`config.mk`:
```
export PLATFORM = sky130hd
export DESIGN_NAME = i2s_mic_rx
export DESIGN_NICKNAME = d
export VERILOG_FILES = /design/src/rtl/i2s_mic_rx.sv
export SDC_FILE = /design/constraint.sdc
export NUM_CORES = 1
export LEC_CHECK = 0
export BUFFER_PORTS_ARGS = -buffer_cell sky130_fd_sc_hd__buf_2
export CORE_ASPECT_RATIO = 0.6
export CORE_UTILIZATION = 47
export DETAILED_ROUTE_END_ITERATION = 12
export GPL_ROUTABILITY_DRIVEN = 0
export GPL_TIMING_DRIVEN = 0
export PLACE_DENSITY = 0.67
export RECOVER_POWER = 25
export SYNTH_ARGS = -nofsm -noshare
export SYNTH_HDL_FRONTEND = slang
export SYNTH_SLANG_ARGS = --single-unit
```
`constraint.sdc`:
```
create_clock -name clk_in -period 19.2 [get_ports clk_in]
set_clock_uncertainty 0.2 [all_clocks]
set_input_delay 1.92 -clock clk_in [delete_from_list [all_inputs] [get_ports clk_in]]
set_output_delay 1.92 -clock clk_in [all_outputs]
set_load 0.05 [all_outputs]
```
`src/rtl/i2s_mic_rx.sv`:
```
// ---------------------------------------------------------------------------
// i2s_mic_rx
//
// Receives the I2S data lines of a MEMS microphone array and turns them into
// parallel PCM frames. Each data line carries two microphones: the left one
// while ws=0 and the right one while ws=1. sck, ws and sd are asynchronous to
// clk_in. They are synchronised, and sck is oversampled to find its rising
// edges. One frame (L and R sample for every line) is emitted per ws period
// over a valid/ready handshake.
//
// Ports
//   clk_in     system clock (60 MHz)
//   rst_n      synchronous active-low reset
//   en         receiver enable; low forces IDLE and discards a partial frame
//   sck        I2S bit clock (async, at most clk_in/4)
//   ws         I2S word select (async, changes on the sck falling edge)
//   sd         serial data, one bit per line (async)
//   out_data   frame; slice k = line k/2, L for even k, R for odd k,
//              at [k*SAMPLE_W +: SAMPLE_W], two's complement
//   out_valid  frame available
//   out_ready  downstream accepts the frame
//   locked     high while receiving the LEFT/RIGHT slots
//   sync_err   one-cycle pulse on a framing error
//   ovf        sticky overrun flag (a finished frame found the output busy)
//   ovf_clr    clears ovf; a simultaneous overrun keeps it set
// ---------------------------------------------------------------------------
module i2s_mic_rx #(
  parameter int NUM_LINES = 4,
  parameter int SAMPLE_W  = 24,
  parameter int SLOT_W    = 32
) (
  input  logic                              clk_in,
  input  logic                              rst_n,
  input  logic                              en,
  input  logic                              sck,
  input  logic                              ws,
  input  logic [NUM_LINES-1:0]              sd,
  output logic [2*NUM_LINES*SAMPLE_W-1:0]   out_data,
  output logic                              out_valid,
  input  logic                              out_ready,
  output logic                              locked,
  output logic                              sync_err,
  output logic                              ovf,
  input  logic                              ovf_clr
);

  localparam int CNT_W = $clog2(SLOT_W + 3);
  localparam int FRAME_W = 2 * NUM_LINES * SAMPLE_W;

  localparam logic [CNT_W-1:0] CNT_SAMPLE    = CNT_W'(SAMPLE_W);
  localparam logic [CNT_W-1:0] CNT_SAMPLE_M1 = CNT_W'(SAMPLE_W - 1);
  localparam logic [CNT_W-1:0] CNT_LAST      = CNT_W'(SLOT_W + 2);
  localparam logic [CNT_W-1:0] CNT_LAST_M1   = CNT_W'(SLOT_W + 1);
  localparam logic [CNT_W-1:0] CNT_ONE       = CNT_W'(1);

  typedef enum logic [1:0] {
    IDLE,
    HUNT,
    LEFT,
    RIGHT
  } state_t;

  state_t state;

  // Two-flop synchronisers, plus the previous synchronised sck for edge detection.
  logic                 sck_meta, sck_sync, sck_prev;
  logic                 ws_meta, ws_sync;
  logic [NUM_LINES-1:0] sd_meta, sd_sync;

  // ws value taken at the previous sck rise; a difference marks a slot boundary.
  logic                 ws_d;
  logic [CNT_W-1:0]     bit_cnt;
  logic [SAMPLE_W-1:0]  shift_reg [NUM_LINES];
  logic [SAMPLE_W-1:0]  left_hold [NUM_LINES];

  logic                 sck_rise, ws_edge, ws_rise, ws_fall;
  logic                 capture, slot_full, overlong, right_done;
  logic [SAMPLE_W-1:0]  shift_next [NUM_LINES];
  logic [FRAME_W-1:0]   frame_next;

  assign sck_rise  = sck_sync & ~sck_prev;
  assign ws_edge   = sck_rise & (ws_sync != ws_d);
  assign ws_rise   = ws_edge & ws_sync;
  assign ws_fall   = ws_edge & ~ws_sync;
  // The rise that shows the ws edge is the I2S delay bit, so it never captures.
  assign capture   = sck_rise & ~ws_edge & (bit_cnt < CNT_SAMPLE);
  assign slot_full = (bit_cnt >= CNT_SAMPLE);
  // This rise would take bit_cnt to SLOT_W+2: ws has not toggled within a slot.
  assign overlong  = sck_rise & ~ws_edge & (bit_cnt == CNT_LAST_M1);
  // The last sample bit of the right slot is being shifted in now, so the
  // frame can be assembled from shift_next this same cycle.
  assign right_done = en & (state == RIGHT) & capture & (bit_cnt == CNT_SAMPLE_M1);

  // NOTE: every signal written in always_comb gets a default first so that
  // no path leaves it unassigned, which would infer a latch.
  always_comb begin
    frame_next = '0;
    for (int i = 0; i < NUM_LINES; i++) begin
      shift_next[i] = {shift_reg[i][SAMPLE_W-2:0], sd_sync[i]};
      frame_next[(2*i)*SAMPLE_W   +: SAMPLE_W] = left_hold[i];
      frame_next[(2*i+1)*SAMPLE_W +: SAMPLE_W] = shift_next[i];
    end
  end

  // NOTE: all state is written with non-blocking assignments so every flop
  // samples the pre-edge values, independent of statement order.
  always_ff @(posedge clk_in) begin
    if (!rst_n) begin
      sck_meta  <= 1'b0;
      sck_sync  <= 1'b0;
      sck_prev  <= 1'b0;
      ws_meta   <= 1'b0;
      ws_sync   <= 1'b0;
      sd_meta   <= '0;
      sd_sync   <= '0;
      ws_d      <= 1'b0;
      bit_cnt   <= '0;
      state     <= IDLE;
      locked    <= 1'b0;
      sync_err  <= 1'b0;
      ovf       <= 1'b0;
      out_valid <= 1'b0;
      out_data  <= '0;
      // NOTE: the sample registers are plain flops, not RAM, so they are
      // cleared here too; reset then leaves no stale audio behind.
      for (int i = 0; i < NUM_LINES; i++) begin
        shift_reg[i] <= '0;
        left_hold[i] <= '0;
      end
    end else begin
      sck_meta <= sck;
      sck_sync <= sck_meta;
      sck_prev <= sck_sync;
      ws_meta  <= ws;
      ws_sync  <= ws_meta;
      sd_meta  <= sd;
      sd_sync  <= sd_meta;

      // Bit timing runs regardless of state, so ws_d is always valid
      // when the FSM starts hunting.
      if (sck_rise) begin
        ws_d <= ws_sync;
      end
      if (ws_edge) begin
        bit_cnt <= '0;
      end else if (sck_rise && (bit_cnt < CNT_LAST)) begin
        bit_cnt <= bit_cnt + CNT_ONE;
      end
      if (capture) begin
        for (int i = 0; i < NUM_LINES; i++) begin
          shift_reg[i] <= shift_next[i];
        end
      end

      sync_err <= 1'b0;
      if (!en) begin
        state  <= IDLE;
        locked <= 1'b0;
      end else begin
        case (state)
          IDLE: begin
            state <= HUNT;
          end
          HUNT: begin
            if (ws_fall) begin
              state  <= LEFT;
              locked <= 1'b1;
            end
          end
          LEFT: begin
            if (ws_rise && slot_full) begin
              for (int i = 0; i < NUM_LINES; i++) begin
                left_hold[i] <= shift_reg[i];
              end
              state <= RIGHT;
            end else if (ws_rise || overlong) begin
              sync_err <= 1'b1;
              state    <= HUNT;
              locked   <= 1'b0;
            end
          end
          RIGHT: begin
            // The frame was already emitted when the last bit arrived;
            // this edge only checks that the right slot was long enough.
            if (ws_fall && slot_full) begin
              state <= LEFT;
            end else if (ws_fall || overlong) begin
              sync_err <= 1'b1;
              state    <= HUNT;
              locked   <= 1'b0;
            end
          end
          default: begin
            state  <= IDLE;
            locked <= 1'b0;
          end
        endcase
      end

      // Output register: a new frame loads only if the slot is empty or is
      // being drained this cycle. Otherwise the new frame is dropped.
      if (right_done && (!out_valid || out_ready)) begin
        out_data  <= frame_next;
        out_valid <= 1'b1;
      end else if (out_valid && out_ready) begin
        out_valid <= 1'b0;
      end

      if (right_done && out_valid && !out_ready) begin
        ovf <= 1'b1;
      end else if (ovf_clr) begin
        ovf <= 1'b0;
      end
    end
  end

endmodule

```
## Word level (Yosys, flattened, before mapping)

Memories as Yosys holds them, arrays and structs flattened. A register that Yosys moved wholly into a read port is not among the register bits.
Cells that the tools add are included.

- Register bits after elaboration: 218
- Bits in writable memories: 192
- Input bits: 11
- Output and inout bits: 196
- Memories: 2

Memories:

| memory | words | bits a word | read ports | clocked after memory_dff | wr ports | RTL line | RTL |
|---|---|---|---|---|---|---|---|
| left_hold | 4 | 24 | 4 | 4 | 4 | 74 | `logic [SAMPLE_W-1:0] left_hold [NUM_LINES];` |
| shift_reg | 4 | 24 | 4 | 0 | 4 | 73 | `logic [SAMPLE_W-1:0] shift_reg [NUM_LINES];` |

- $add $sub $neg: 1
- Order comparisons: 3
- Eq/ne operators: 13
- Mux-type cells: 38
- Bitwise operators: 22
- Reductions and logical operators: 24

Operator list:

| kind | count |
|---|---|
| $mux 24 | 8 |
| $mux 1 | 22 |
| $and 1x1->1 | 10 |
| $mux 2 | 5 |
| $ne 2x2->1 const B | 4 |
| $or 1x1->1 | 8 |
| $pmux 2 s4 | 1 |
| $logic_and 1x1->1 | 7 |
| $add 6x1->6 const B | 1 |
| $eq 6x5->1 const B | 1 |
| $eq 6x6->1 const B | 1 |
| $ge 6x5->1 const B | 1 |
| $logic_not 1->1 | 6 |
| $lt 6x5->1 const B | 1 |
| $lt 6x6->1 const B | 1 |
| $reduce_and 6->1 | 1 |
| $eq 2x2->1 const B | 2 |
| $not 1->1 | 4 |
| $reduce_bool 2->1 | 2 |
| $logic_or 1x1->1 | 3 |
| $ne 3x1->1 const B | 1 |
| $ne 3x3->1 const B | 1 |
| $pmux 1 s3 | 1 |
| $reduce_and 3->1 | 1 |
| other kinds (8) | 8 |

## Depth between registers and ports, before layout

- Word-level depth: 11
- Mapped depth: 7
- Depth with buffers taken out: 6

## Worst setup path before layout

Ideal clock, no wire load.

- Kind: input -> register
- Start point: input port en
- End point: memory left_hold[0][0], enable pin
- Library setup time: 0.683 ns
- Arrival time: 8.672 ns
- Setup slack: 9.644 ns
- Stages: 2
- Buffers on the path: 0
- Cell sequence: inv_1 o21ai_0

RTL lines:

| element | RTL line | RTL |
|---|---|---|
| from (decl) | 34 | `input logic en,` |
| to (decl) | 74 |  |

==> summary.txt <==
Logic synthesis
  • Net Count, Synth: 1377
  • Top cells by area, synth: edfxtp_1 36%, dfxtp_1 27%, mux2i_1 12%
  • Yosys Warn Count: 0
  • Yosys cell types: 48
  • Post-synth top area cell: edfxtp_1
  • Number of synthesized flops with an enable pin: 192
  • Flip-flop and latch count after synthesis: 410
  • Synth top area share: 36.1%
  • Syn_area_per_cell: 11.7 µm²
  • Post-synthesis sequential area ratio: 63.5%
  • Cell area after synthesis: 16000 µm²
  • Synth Instances: 1363
  • Ys flop type: dfxtp_1
  • Ys async rst share: 0%

Clock network
  • Clock slew at reported path FFs: 60 ps
  • CTS tree: yes
  • TritonCTS Sinks: 410
  • Worst skew pair latency: 530 ps
  • Clk buf depth: 3
  • Post-CTS Hold Buffers: 0
  • Post-CTS Resized: 0
  • Setup Buffers After CTS: 0
  • Clk root buf: clkbuf_16
  • CTS buffer count: 39
  • H-tree depth: 2

GRT
  • Largest net degree at the start of global routing: 63
  • Total Routing Usage GR: 22.0%
  • First-pass GRT wire length: 57500 µm
  • Number of global-route vias before repair: 9932
  • Total congestion overflow: 0
  • Initial antenna violation count: 1

STA
  • Pins Over Slew Limit: 0
  • RSZ-0062 raised after global routing: false
  • Final setup violation count: 0
  • Fmax achieved: 0.243 GHz
  • Final Hold Fails: 0
  • Post-layout min period: 4110 ps
  • Final worst path period share: 21.4%
  • Sum Neg Setup Slack: 0 ps
  • Slew headroom: 36.1%
  • Worst Max-Slew Pin Slew: 958 ps

Drt
  • Vias: 10410
  • TritonRoute pass-1 iters: 5
  • WL final: 37900 µm
  • DRT iter0 DRCs: 763
  • DRT antenna net count: 0
  • Mean number of vias per cell: 4.97
  • DRC Markers: 0
  • Wire length per cell: 18.1 µm

Critical path
  • Critical Path Slowest Stage Cell: buf_1
  • Worst path max stage delay: 570 ps
  • Most used cell, CP: clkbuf_1
  • Reg-to-Reg Start: ws_d
  • Crit path cell chain: buf_2, clkbuf_1, inv_1, nor2_2, buf_1, clkbuf_1, and2_1
  • Worst r2r dst: left_hold[3][20]
  • Setup crit start kind: input port
  • WP depth: 7
  • Crit path required time: 19390 ps
  • Flop-to-flop setup slack: 15580 ps
  • Worst R2R Path Depth: 7
  • Crit path to: shift_reg[2][17]
  • Cell family with most CP delay: buffers and inverters
  • Arrival @ worst endpoint: 4310 ps
  • CP Class: in -> reg
  • Buf/Inv on CP: 5
  • Worst-path maximum fanout: 10
  • CP Launch Point: rst_n
  • Worst setup EP type: flip-flop

Floorplan
  • Starting density of the core: 48.5%
  • Rows: 51
  • Area of the die: 34700 µm²
  • Core Area: 32900 µm²
  • # IOs: 207
  • Die Wd: 240 µm
  • DIE HEIGHT: 145 µm

Placement
  • Post-DP HPWL: 26500 µm
  • Area after DPL: 17700 µm²
  • Number of port buffers: 206

Power
  • P_leak: 6.84 nW
  • Pwr Total: 1.81 mW
  • Max IR drop VDD: 0.0521 mV
  • Power density cells: 95.9 nW/µm²

Cells and area
  • Area of the multi-input gates: 5210 µm²
  • Area Growth Syn to Fin: 18.3%
  • Register Area: 10100 µm²
  • Max FFs per register: 192
  • Post-layout util: 57.4%
  • Layout Nets: 1629
  • # fillers: 2878
  • Layout cells sized above 1: 11.4%
  • Post-route cell area: 18900 µm²

Run
  • Max capacitance violation total: 0

Min path
  • Hold Path Class: reg -> reg

Outcome
  • Outcome: complete, no violations
==> area by class of cell <==
| class | instances | area share, % |
|---|---|---|
| sequential | 410 | 53.6 |
| multi-input combinational | 856 | 27.6 |
| clock buffer | 57 | 6.13 |
| timing repair buffer | 211 | 5.27 |
| buffer | 90 | 3.22 |
| tap | 450 | 2.98 |
| clock inverter | 14 | 1.02 |
| inverter | 7 | 0.139 |
| antenna | 1 | 0.0133 |
==> power breakdown <==
part	total [mW]	leakage [nW]	switching [mW]	internal [mW]
Clock	0.814	0.667	0.328	0.487
Combinational	0.0516	2.44	0.0386	0.0129
Sequential	0.945	3.73	0.0112	0.934
Total	1.81	6.84	0.377	1.43
==> cell usage after synthesis, types with 2 or more instances <==
| library cell | instances |
|---|---|
| nor2_1 | 5 |
| ha_1 | 3 |
| a32oi_1 | 2 |
| mux2i_1 | 193 |
| buf_2 | 3 |
| buf_12 | 8 |
| a21oi_1 | 4 |
| clkbuf_1 | 60 |
| nand3_1 | 6 |
| nand4_1 | 2 |
| clkbuf_2 | 5 |
| edfxtp_1 | 192 |
| nand2_1 | 391 |
| and2_1 | 208 |
| a211oi_1 | 2 |
| nor2b_1 | 2 |
| and3_1 | 2 |
| inv_1 | 7 |
| nor4bb_1 | 2 |
| o21ai_0 | 6 |
| nand2b_1 | 2 |
| buf_8 | 10 |
| dfxtp_1 | 218 |
| nor2_2 | 2 |
| buf_6 | 2 |
| xnor2_1 | 4 |
==> metal layers <==
metal,up-vias,routed length [µm],GRT usage [%]
met5,-,0,0
met4,0,841,6.13
met3,54,2060,3.91
met2,249,15800,32.1
met1,5057,19300,33.3
li1,5050,-,-
==> through the flow <==
| stage | hold WS, ps | setup slack [ps] | cells |
|---|---|---|---|
| finish | 235 | 15090 | 2096 |
| global route | 263 | 14900 | 2095 |
| CTS | 236 | 15030 | 2095 |
| detailed placement | 221 | 14470 | 2024 |
| global placement | 215 | 5120 | 2019 |
| floorplan | 212 | 9640 | 1363 |
==> kinds of logic (layout without fill, tap and decap cells) <==
family	after synthesis	count (layout)	share of synthesized area [%]
compound gates	22	22	0.949
buf+inv	97	379	3.98
fa+ha+maj	3	3	0.235
mux	194	194	12.2
flops	410	410	63.5
simple gates	632	632	18.9
xor+xnor	5	5	0.274
other cells	0	1	0
==> layout by cell type, fill, tap and decap left out, drive strengths merged, types with 4 or more instances in the layout <==
cell type  count
buf          116
mux2i        193
a21oi          4
inv            7
nand2        391
bufinv         5
xnor2          4
and2         208
edfxtp       192
nor2           7
nand3          7
clkbuf       242
clkinv         9
dfxtp        218
o21ai          6
==> worst min path at each step <==
stage	endpoint	depth (start not counted)	startpoint
floorplan	sck_sync	1	sck_meta
global placement	sd_sync[0]	1	sd_meta[0]
detailed placement	sd_sync[1]	1	sd_meta[1]
CTS	sd_sync[1]	1	sd_meta[1]
global route	sd_sync[0]	1	sd_meta[0]
finish	sd_sync[1]	1	sd_meta[1]
Note: power is estimated with default switching activity, not from simulation.
